**config.mk**
```make
export PLATFORM = sky130hd
export DESIGN_NAME = rams_dist_clr_flat
export DESIGN_NICKNAME = d
export VERILOG_FILES = /design/src/rtl/rams_pkg.sv /design/src/rtl/rams_dist_clr_if.sv /design/src/rtl/rams_dist_lane.sv /design/src/rtl/rams_dist_clr.sv /design/src/flat_wrapper.sv
export SDC_FILE = /design/constraint.sdc
export NUM_CORES = 2
export LEC_CHECK = 0
export CAP_MARGIN = 15
export CORE_AREA = 8 8 639 326
export DETAILED_ROUTE_END_ITERATION = 6
export DIE_AREA = 0 0 647 334
export PLACE_DENSITY = 0.65
export SYNTH_ARGS = -nofsm -noshare
export SYNTH_HDL_FRONTEND = slang
export SYNTH_SLANG_ARGS = --single-unit
```
**constraint.sdc**
```tcl
create_clock -name clk -period 11.8 [get_ports clk]
set_clock_uncertainty 0.15 [all_clocks]
set_input_delay 2.95 -clock clk [delete_from_list [all_inputs] [get_ports clk]]
set_output_delay 2.95 -clock clk [all_outputs]
set_load 0.005 [all_outputs]
```
**src/rtl/rams_pkg.sv**
```systemverilog
// Shared definitions for the distributed RAM with clear sequencer.
package rams_pkg;

  // Read-during-write policy selectors.
  localparam int unsigned RDW_READ_FIRST  = 0;
  localparam int unsigned RDW_WRITE_FIRST = 1;

  // Clear sequencer states.
  typedef enum logic {
    ST_IDLE  = 1'b0,
    ST_CLEAR = 1'b1
  } state_t;

  // Number of byte lanes in a word.
  function automatic int unsigned nlanes(input int unsigned data_w, input int unsigned lane_w);
    return data_w / lane_w;
  endfunction

endpackage

```
**src/rtl/rams_dist_clr_if.sv**
```systemverilog
// Access bus of the RAM: write port, two read ports and clear control.
interface rams_dist_clr_if
  import rams_pkg::*;
#(
  parameter int unsigned DATA_BITWIDTH = 8,
  parameter int unsigned ADDR_BITWIDTH = 8,
  parameter int unsigned LANE_BITWIDTH = 8
);
  localparam int unsigned NLANES = nlanes(DATA_BITWIDTH, LANE_BITWIDTH);

  logic                     clr;
  logic                     busy;
  logic                     we;
  logic [NLANES-1:0]        be;
  logic [ADDR_BITWIDTH-1:0] a;
  logic [DATA_BITWIDTH-1:0] di;
  logic                     re_s;
  logic [ADDR_BITWIDTH-1:0] dpra;
  logic                     re_d;
  logic [DATA_BITWIDTH-1:0] spo;
  logic                     spo_vld;
  logic [DATA_BITWIDTH-1:0] dpo;
  logic                     dpo_vld;

  modport master (
    output clr, we, be, a, di, re_s, dpra, re_d,
    input  busy, spo, spo_vld, dpo, dpo_vld
  );

  modport slave (
    input  clr, we, be, a, di, re_s, dpra, re_d,
    output busy, spo, spo_vld, dpo, dpo_vld
  );
endinterface

```
**src/rtl/rams_dist_lane.sv**
```systemverilog
// One lane-wide distributed array: single write port, two asynchronous read ports.
module rams_dist_lane #(
  parameter int unsigned WIDTH         = 8,
  parameter int unsigned ADDR_BITWIDTH = 8
) (
  input  logic                     clk,
  input  logic                     we,
  input  logic [ADDR_BITWIDTH-1:0] wa,
  input  logic [WIDTH-1:0]         wd,
  input  logic [ADDR_BITWIDTH-1:0] ra0,
  input  logic [ADDR_BITWIDTH-1:0] ra1,
  output logic [WIDTH-1:0]         rd0,
  output logic [WIDTH-1:0]         rd1
);
  localparam int unsigned DEPTH = 2 ** ADDR_BITWIDTH;

  logic [WIDTH-1:0] mem [DEPTH];

  // Storage is never reset; the clear sequencer owns initialisation.
  always_ff @(posedge clk) begin
    if (we) mem[wa] <= wd;
  end

  assign rd0 = mem[ra0];
  assign rd1 = mem[ra1];
endmodule

```
**src/rtl/rams_dist_clr.sv**
```systemverilog
// Byte-enabled distributed RAM with two registered read ports and a clear sequencer.
module rams_dist_clr
  import rams_pkg::*;
#(
  parameter int unsigned DATA_BITWIDTH = 8,
  parameter int unsigned ADDR_BITWIDTH = 8,
  parameter int unsigned LANE_BITWIDTH = 8,
  parameter int unsigned RDW_MODE      = RDW_READ_FIRST,
  parameter logic [DATA_BITWIDTH-1:0] CLEAR_VALUE = '0
) (
  input  logic            clk,
  input  logic            rst_n,
  rams_dist_clr_if.slave  bus
);
  localparam int unsigned NLANES = nlanes(DATA_BITWIDTH, LANE_BITWIDTH);
  localparam int unsigned DEPTH  = 2 ** ADDR_BITWIDTH;
  localparam int unsigned CNT_W  = ADDR_BITWIDTH + 1;

  if (DATA_BITWIDTH % LANE_BITWIDTH != 0) begin : g_width_check
    $error("DATA_BITWIDTH must be a multiple of LANE_BITWIDTH");
  end

  state_t           state;
  logic [CNT_W-1:0] cnt;

  logic                     clearing_c;
  logic                     user_wr_c;
  logic [NLANES-1:0]        lane_we_c;
  logic [ADDR_BITWIDTH-1:0] wa_c;
  logic [DATA_BITWIDTH-1:0] wd_c;
  logic [DATA_BITWIDTH-1:0] rd_s_c;
  logic [DATA_BITWIDTH-1:0] rd_d_c;
  logic [DATA_BITWIDTH-1:0] merged_c;
  logic [DATA_BITWIDTH-1:0] byp_s_c;
  logic [DATA_BITWIDTH-1:0] byp_d_c;

  // Write-port mux: the clear sequencer owns the array while busy.
  always_comb begin
    clearing_c = (state == ST_CLEAR);
    user_wr_c  = !clearing_c && bus.we;
    lane_we_c  = '0;
    wa_c       = bus.a;
    wd_c       = bus.di;
    if (clearing_c) begin
      lane_we_c = '1;
      wa_c      = cnt[ADDR_BITWIDTH-1:0];
      wd_c      = CLEAR_VALUE;
    end else begin
      lane_we_c = {NLANES{user_wr_c}} & bus.be;
    end
  end

  // Read-during-write bypass; port s always shares the write address.
  always_comb begin
    merged_c = rd_s_c;
    for (int i = 0; i < NLANES; i++) begin
      if (bus.be[i]) merged_c[i*LANE_BITWIDTH +: LANE_BITWIDTH] = bus.di[i*LANE_BITWIDTH +: LANE_BITWIDTH];
    end
    byp_s_c = rd_s_c;
    byp_d_c = rd_d_c;
    if (RDW_MODE == RDW_WRITE_FIRST && user_wr_c) begin
      byp_s_c = merged_c;
      if (bus.dpra == bus.a) byp_d_c = merged_c;
    end
  end

  for (genvar i = 0; i < NLANES; i++) begin : g_lane
    rams_dist_lane #(
      .WIDTH         (LANE_BITWIDTH),
      .ADDR_BITWIDTH (ADDR_BITWIDTH)
    ) u_lane (
      .clk (clk),
      .we  (lane_we_c[i]),
      .wa  (wa_c),
      .wd  (wd_c[i*LANE_BITWIDTH +: LANE_BITWIDTH]),
      .ra0 (bus.a),
      .ra1 (bus.dpra),
      .rd0 (rd_s_c[i*LANE_BITWIDTH +: LANE_BITWIDTH]),
      .rd1 (rd_d_c[i*LANE_BITWIDTH +: LANE_BITWIDTH])
    );
  end

  // Clear FSM and registered read outputs.
  always_ff @(posedge clk) begin
    if (!rst_n) begin
      state       <= ST_CLEAR;
      cnt         <= '0;
      bus.busy    <= 1'b1;
      bus.spo     <= '0;
      bus.dpo     <= '0;
      bus.spo_vld <= 1'b0;
      bus.dpo_vld <= 1'b0;
    end else begin
      bus.spo_vld <= 1'b0;
      bus.dpo_vld <= 1'b0;
      case (state)
        ST_CLEAR: begin
          cnt <= cnt + CNT_W'(1);
          if (cnt == CNT_W'(DEPTH - 1)) begin
            state    <= ST_IDLE;
            bus.busy <= 1'b0;
          end
        end
        ST_IDLE: begin
          if (bus.re_s) begin
            bus.spo     <= byp_s_c;
            bus.spo_vld <= 1'b1;
          end
          if (bus.re_d) begin
            bus.dpo     <= byp_d_c;
            bus.dpo_vld <= 1'b1;
          end
          if (bus.clr) begin
            state    <= ST_CLEAR;
            cnt      <= '0;
            bus.busy <= 1'b1;
          end
        end
        default: begin
          state    <= ST_CLEAR;
          cnt      <= '0;
          bus.busy <= 1'b1;
        end
      endcase
    end
  end
endmodule

```
**src/flat_wrapper.sv**
```systemverilog
// flat-port wrapper written by rule: the top's interface ports become plain ports
module rams_dist_clr_flat import rams_pkg::*;
#(
  parameter int unsigned DATA_BITWIDTH = 8,
  parameter int unsigned ADDR_BITWIDTH = 8,
  parameter int unsigned LANE_BITWIDTH = 8,
  parameter int unsigned RDW_MODE      = RDW_READ_FIRST,
  parameter logic [DATA_BITWIDTH-1:0] CLEAR_VALUE = '0
)
  (clk, rst_n, bus_clr, bus_we, bus_be, bus_a, bus_di, bus_re_s, bus_dpra, bus_re_d, bus_busy, bus_spo, bus_spo_vld, bus_dpo, bus_dpo_vld);
  rams_dist_clr_if #(.DATA_BITWIDTH(DATA_BITWIDTH), .ADDR_BITWIDTH(ADDR_BITWIDTH), .LANE_BITWIDTH(LANE_BITWIDTH)) bus_i ();
  input  logic clk;
  input  logic rst_n;
  input wire logic [$bits(bus_i.clr)-1:0] bus_clr;
  input wire logic [$bits(bus_i.we)-1:0] bus_we;
  input wire logic [$bits(bus_i.be)-1:0] bus_be;
  input wire logic [$bits(bus_i.a)-1:0] bus_a;
  input wire logic [$bits(bus_i.di)-1:0] bus_di;
  input wire logic [$bits(bus_i.re_s)-1:0] bus_re_s;
  input wire logic [$bits(bus_i.dpra)-1:0] bus_dpra;
  input wire logic [$bits(bus_i.re_d)-1:0] bus_re_d;
  output wire logic [$bits(bus_i.busy)-1:0] bus_busy;
  output wire logic [$bits(bus_i.spo)-1:0] bus_spo;
  output wire logic [$bits(bus_i.spo_vld)-1:0] bus_spo_vld;
  output wire logic [$bits(bus_i.dpo)-1:0] bus_dpo;
  output wire logic [$bits(bus_i.dpo_vld)-1:0] bus_dpo_vld;
  assign bus_i.clr = bus_clr;
  assign bus_i.we = bus_we;
  assign bus_i.be = bus_be;
  assign bus_i.a = bus_a;
  assign bus_i.di = bus_di;
  assign bus_i.re_s = bus_re_s;
  assign bus_i.dpra = bus_dpra;
  assign bus_i.re_d = bus_re_d;
  assign bus_busy = bus_i.busy;
  assign bus_spo = bus_i.spo;
  assign bus_spo_vld = bus_i.spo_vld;
  assign bus_dpo = bus_i.dpo;
  assign bus_dpo_vld = bus_i.dpo_vld;
  rams_dist_clr #(.DATA_BITWIDTH(DATA_BITWIDTH), .ADDR_BITWIDTH(ADDR_BITWIDTH), .LANE_BITWIDTH(LANE_BITWIDTH), .RDW_MODE(RDW_MODE), .CLEAR_VALUE(CLEAR_VALUE)) u_core (.clk(clk), .rst_n(rst_n), .bus(bus_i));
endmodule
```
* Yosys cells after proc, flatten, opt, wreduce, memory -nomap -nowiden
Memory sizes are Yosys's and may differ from the RTL's. A register that Yosys moved wholly into a read port is not among the register bits.
Cells that the tools add are included.
** Storage, ports and cells
- Register bits after elaboration :: 13
- Memories :: 1
- RAM bits :: 2048
- Output and inout port bits :: 19
- Logic and storage cells :: 36
** Cells by class
- Reductions and logical operators :: 8
- $add $sub $neg :: 1
- Multiplexer cells :: 15
- Bitwise gates (word level) :: 3
- Eq/ne operators :: 3
** Memories
- u_core.g_lane[0].u_lane.mem :: words 256, width 8, rd ports 2, clocked after Yosys merged registers in 2, write ports 1, RTL line rams_dist_lane.sv:17 : logic [WIDTH-1:0] mem [DEPTH];
** Operator list (number)
- 9-bit case mux with 2 select lines :: 1
- 8-bit 2-to-1 mux :: 2
- 9-bit by 1-bit adder with 9-bit output (second input constant) :: 1
- 9-bit by 8-bit == test with 1-bit output (second input constant) :: 1
- 1-bit 2-to-1 mux :: 9
- 9-bit 2-to-1 mux :: 1
- 2-bit AND reduction :: 3
- 2-bit != test (second input constant) :: 2
- 1-bit case mux with 2 select lines :: 2
- 1-bit zero test :: 3
- 1-bit inverter :: 2
- 2-bit OR reduction :: 1
- 1-bit AND :: 1
- 1-bit logical AND :: 1

* Depth between registers and ports, before layout
- Depth in word-level cells :: 6
- Depth in mapped cells :: 13

* By module
From an unflattened synthesis, not the netlist that was laid out.
** Second synthesis, totals
- Cell total of the unflattened synthesis :: 4985
- Area total of the unflattened synthesis :: 97970.2 sq um
** By module, submodules not included
- rams_dist_lane :: cells each 4831, instances 1, seq. area each 61499.0 sq um, area an instance 96652.7 sq um
- rams_dist_clr :: cells each 154, instances 1, seq. area each 580.6 sq um, area an instance 1317.5 sq um

* Least setup slack after synthesis
No wires, ideal clock.
- Path type :: input to register
- Start :: in bus_di[0]
- End :: mem u_core.g_lane[0].u_lane.mem[0][0], data pin
- Setup time :: 1446 ps
- Path slack :: 1109 ps
- Arrival time :: 9095 ps
- Stages on the path :: 1
- Buffers on the path :: 0
- Cells stage by stage :: nor2b_1
** Between the ends
- Word-level cells in the longest chain between the ends :: 1
** Ends and longest elaborated chain
- from (decl) :: RTL line flat_wrapper.sv:18 : input wire logic [$bits(bus_i.di)-1:0] bus_di;
- 8-bit 2-to-1 mux :: RTL line rams_dist_clr.sv:44 : if (clearing_c) begin
- to (decl) :: RTL line rams_dist_lane.sv:17
Every way passes these cells.

==> metrics.md <==
| Metric | Value |
|---|---|
| Gr ovfl total | 0 |
| Post-synth EDFFs | 2048 |
| Pwr Density | 146 nW/um^2 |
| CTS buffer count | 186 |
| Worst-Margin Slew | 1.37 ns |
| First-pass GRT wire length | 486000 um |
| Total power | 15700 uW |
| Ports | 50 |
| Final hold viol count | 0 |
| Clock root buffer master | clkbuf_16 |
| # Post-CTS Setup Buffers | 0 |
| Synth Flop Type | edfxtp_1 |
| Port-buffer cells | 49 |
| Setup-failing EPs final | 0 |
| CP startpoint kind | primary input |
| Vias | 64300 |
| Clk buf depth | 4 |
| DRT Pass-1 Iters | 7 |
| Setup Total Neg Slack | 0 ns |
| Routed len/inst | 41.1 um |
| Syn nets | 5856 |
| DRC violations left | 25 |
| Yosys cell types | 88 |
| Crit share post-route | 60.5% |
| Via/cell ratio | 7.47 |
| Combinational power share | 7.9% |
| Sequential share of power | 51.0% |
| DR iter-0 viols | 12400 |
| Violated checks | DRC |
| Detailed Route WL | 354000 um |
| Critical path data arrival time | 7.73 ns |
| Post-Syn Instances | 5823 |
| Antenna violations before repair | 25 |
| Vias in the first global route | 59700 |
| Share of cells above drive strength 1 | 19.9% |
| # hold bufs at CTS | 0 |
| Worst setup EP type | flop |
| Internal Power | 12000 uW |
| Synthesis Warnings | 0 |
| Clock share of power | 41.1% |
| GRT Util Overall | 31.8% |
| Top-count cell post-synth | edfxtp_1 |
| Clk pin slew, worst setup/hold paths | 0.07 ns |
| Crit Path Max Fanout | 39 |
| Clk sinks | 2077 |
| # nets final | 5839 |
| Post-Place Cell Area | 101000 sq um |
| Switching pwr | 3680 uW |
| Post-DRT Antenna Nets | 0 |
| Leak pwr | 0.0354 uW |
| Max rail drop VDD | 0.110 mV |
| Final max-slew violation count | 0 |
| Storage element area | 62100 sq um |
| Synth top area share | 62.1% |
| Worst path required time | 12.39 ns |
| Status | finished with violations |
| Slew margin rel. | 8.33% |
| Kind of critical path | primary input to flop |
| Worst skew pair latency | 0.85 ns |
| Post-DP HPWL | 235000 um |
| Die Footprint | 216000 sq um |
| Placed cell count | 8254 |
| Post-CTS resize count | 0 |
| Post-Syn Area | 99000 sq um |
| Synth area leader | edfxtp_1 |
| Worst min-delay path category | flop to flop |
| TritonCTS clock tree | done |
| Fmax | 140 MHz |
| H-tree depth | 4 |
| DIE HEIGHT | 334 um |
| Max Cap Viol | 0 |
| Fillers | 15400 |
| Area Growth Syn to Fin | 8.52% |
| Commonest cells in the netlist | 2048 x edfxtp_1, 815 x mux2i_1, 613 x mux4_2 |
| Row Count | 116 |
| Multi-input gate area | 33500 sq um |
| RSZ-0062 raised after global routing | false |
| Seq/Total Area, Yosys | 62.7% |
| Die width | 647 um |
| Core Region | 199000 sq um |
| Finished Cell Area | 107000 sq um |
| Syn avg cell area | 17.0 sq um |
| Yosys reg bits | 2077 |
| Switching part of the total | 23.5% |
| Final std cells w/o fill | 8612 |
| Asr flop ratio synth | 0% |
| Routability cong. | 1.01 |
| Initial Utilization | 49.8% |
| Min Tclk post-route | 7.14 ns |
| Largest net degree at the start of global routing | 186 |
| Main area contributors after synthesis | edfxtp_1 62%, mux4_2 14%, mux2i_1 8.2% |
## logic make-up (layout without fill, tap and decap cells)
| group | Yosys count | in the layout | share of synthesized area, % |
|---|---|---|---|
| AOI/OAI and AO/OA | 980 | 980 | 6.87 |
| adders and majority gates | 2 | 2 | 0.0253 |
| buffers and inverters | 480 | 602 | 3.64 |
| DFF | 2077 | 2077 | 62.7 |
| muxes | 1474 | 1474 | 23.2 |
| other | 0 | 12 | 0 |
| and+or+nand+nor | 810 | 810 | 3.61 |
## metrics by stage
| stage | hold WS, ns | worst slack [ns] | util (%) |
|---|---|---|---|
| after floorplan | 0.300 | 1.11 | - |
| after global routing | 0.346 | 4.78 | 54.0 |
| final | 0.340 | 4.66 | 54.0 |
| after CTS | 0.334 | 4.97 | 53.9 |
| after global placement | 0.324 | 3.16 | 50.8 |
| after detailed placement | 0.318 | 4.09 | 50.8 |
## cells in the final DEF (no fill, tap or decap), types with 11 or more instances in the layout
master,Yosys,final
a2111oi_0,58,44
a2111oi_1,3,12
a211oi_1,78,78
a21oi_1,151,151
a221oi_1,55,55
a22oi_1,16,16
a31oi_1,12,12
and2_1,11,11
buf_12,23,17
buf_4,62,181
bufinv_16,0,27
clkbuf_1,136,36
clkbuf_16,0,191
clkdlybuf4s50_1,0,41
clkinv_1,3,27
clkinv_2,0,36
dfxtp_1,29,28
diode_2,0,12
edfxtp_1,2048,2048
mux2_2,15,15
mux2i_1,815,815
mux4_1,26,26
mux4_2,613,613
nand2_1,260,259
nand2b_1,15,13
nand3_1,50,42
nand3b_1,12,12
nor2_1,322,317
nor3_1,37,37
nor4_1,25,25
o21ai_0,115,115
o221ai_1,139,139
o22ai_1,250,250
## state kept, by name, summed over array words and instances (netlist names)
register and flops:
u_core.bus.dpo 8, u_core.cnt 9, u_core.bus.spo_vld 1, u_core.g_lane.u_lane.mem 2048
u_core.bus.busy 1, u_core.bus.spo 8, u_core.clearing_c 1, u_core.bus.dpo_vld 1
## worst paths after layout
check	start	end	slack, ns	cells after the start
setup / recovery	bus_dpra[4]	u_core.bus.dpo[5]	4.66	10
hold / removal	u_core.bus.spo[5]	u_core.bus.spo[5]	0.34	1
setup reg to reg	u_core.clearing_c	u_core.g_lane[0].u_lane.mem[42][0]	6.46	6
hold reg to reg	u_core.bus.spo[5]	u_core.bus.spo[5]	0.34	1
## power groups by stage
stage / Sequential (uW) / Clock [uW] / Combinational (uW)
after floorplan: 8150 / 0 / 768
after global placement: 8150 / 0 / 1150
after detailed placement: 8150 / 0 / 1160
after CTS: 7990 / 6420 / 1160
after global routing: 7980 / 6700 / 1240
final: 7990 / 6440 / 1230
## layout make-up
| type | instances | share of cell area [%] |
|---|---|---|
| sequential | 2077 | 57.8 |
| multi-input combinational | 3266 | 31.2 |
| clock buffer | 231 | 4.62 |
| tap | 2655 | 3.09 |
| timing repair buffer | 263 | 2.17 |
| clock inverter | 96 | 1.07 |
| inverter | 12 | 0.0512 |
| antenna | 12 | 0.0279 |
## critical path, cell delays in order
cell and delay (ns):
clkbuf_8 0.31, buf_4 0.44, inv_4 0.41, buf_4 0.61, nand2_1 0.12, a21oi_1 0.80, a2111oi_0 0.26, nor4_1 1.07
o2111ai_1 0.48, o311ai_1 0.17
## metal layers
metal  routed length (um)  part of all wire (%)  GRT usage (%)  vias up
li1                     -                     -              -    24300
met2               129000                    37           38.0     6065
met1               140000                    40           47.0    33100
met4                 9980                   2.8           7.60       26
met5                  457                  0.13          0.333        -
met3                73800                    21           20.3      731
No activity file was read; power rests on OpenSTA's default activity.
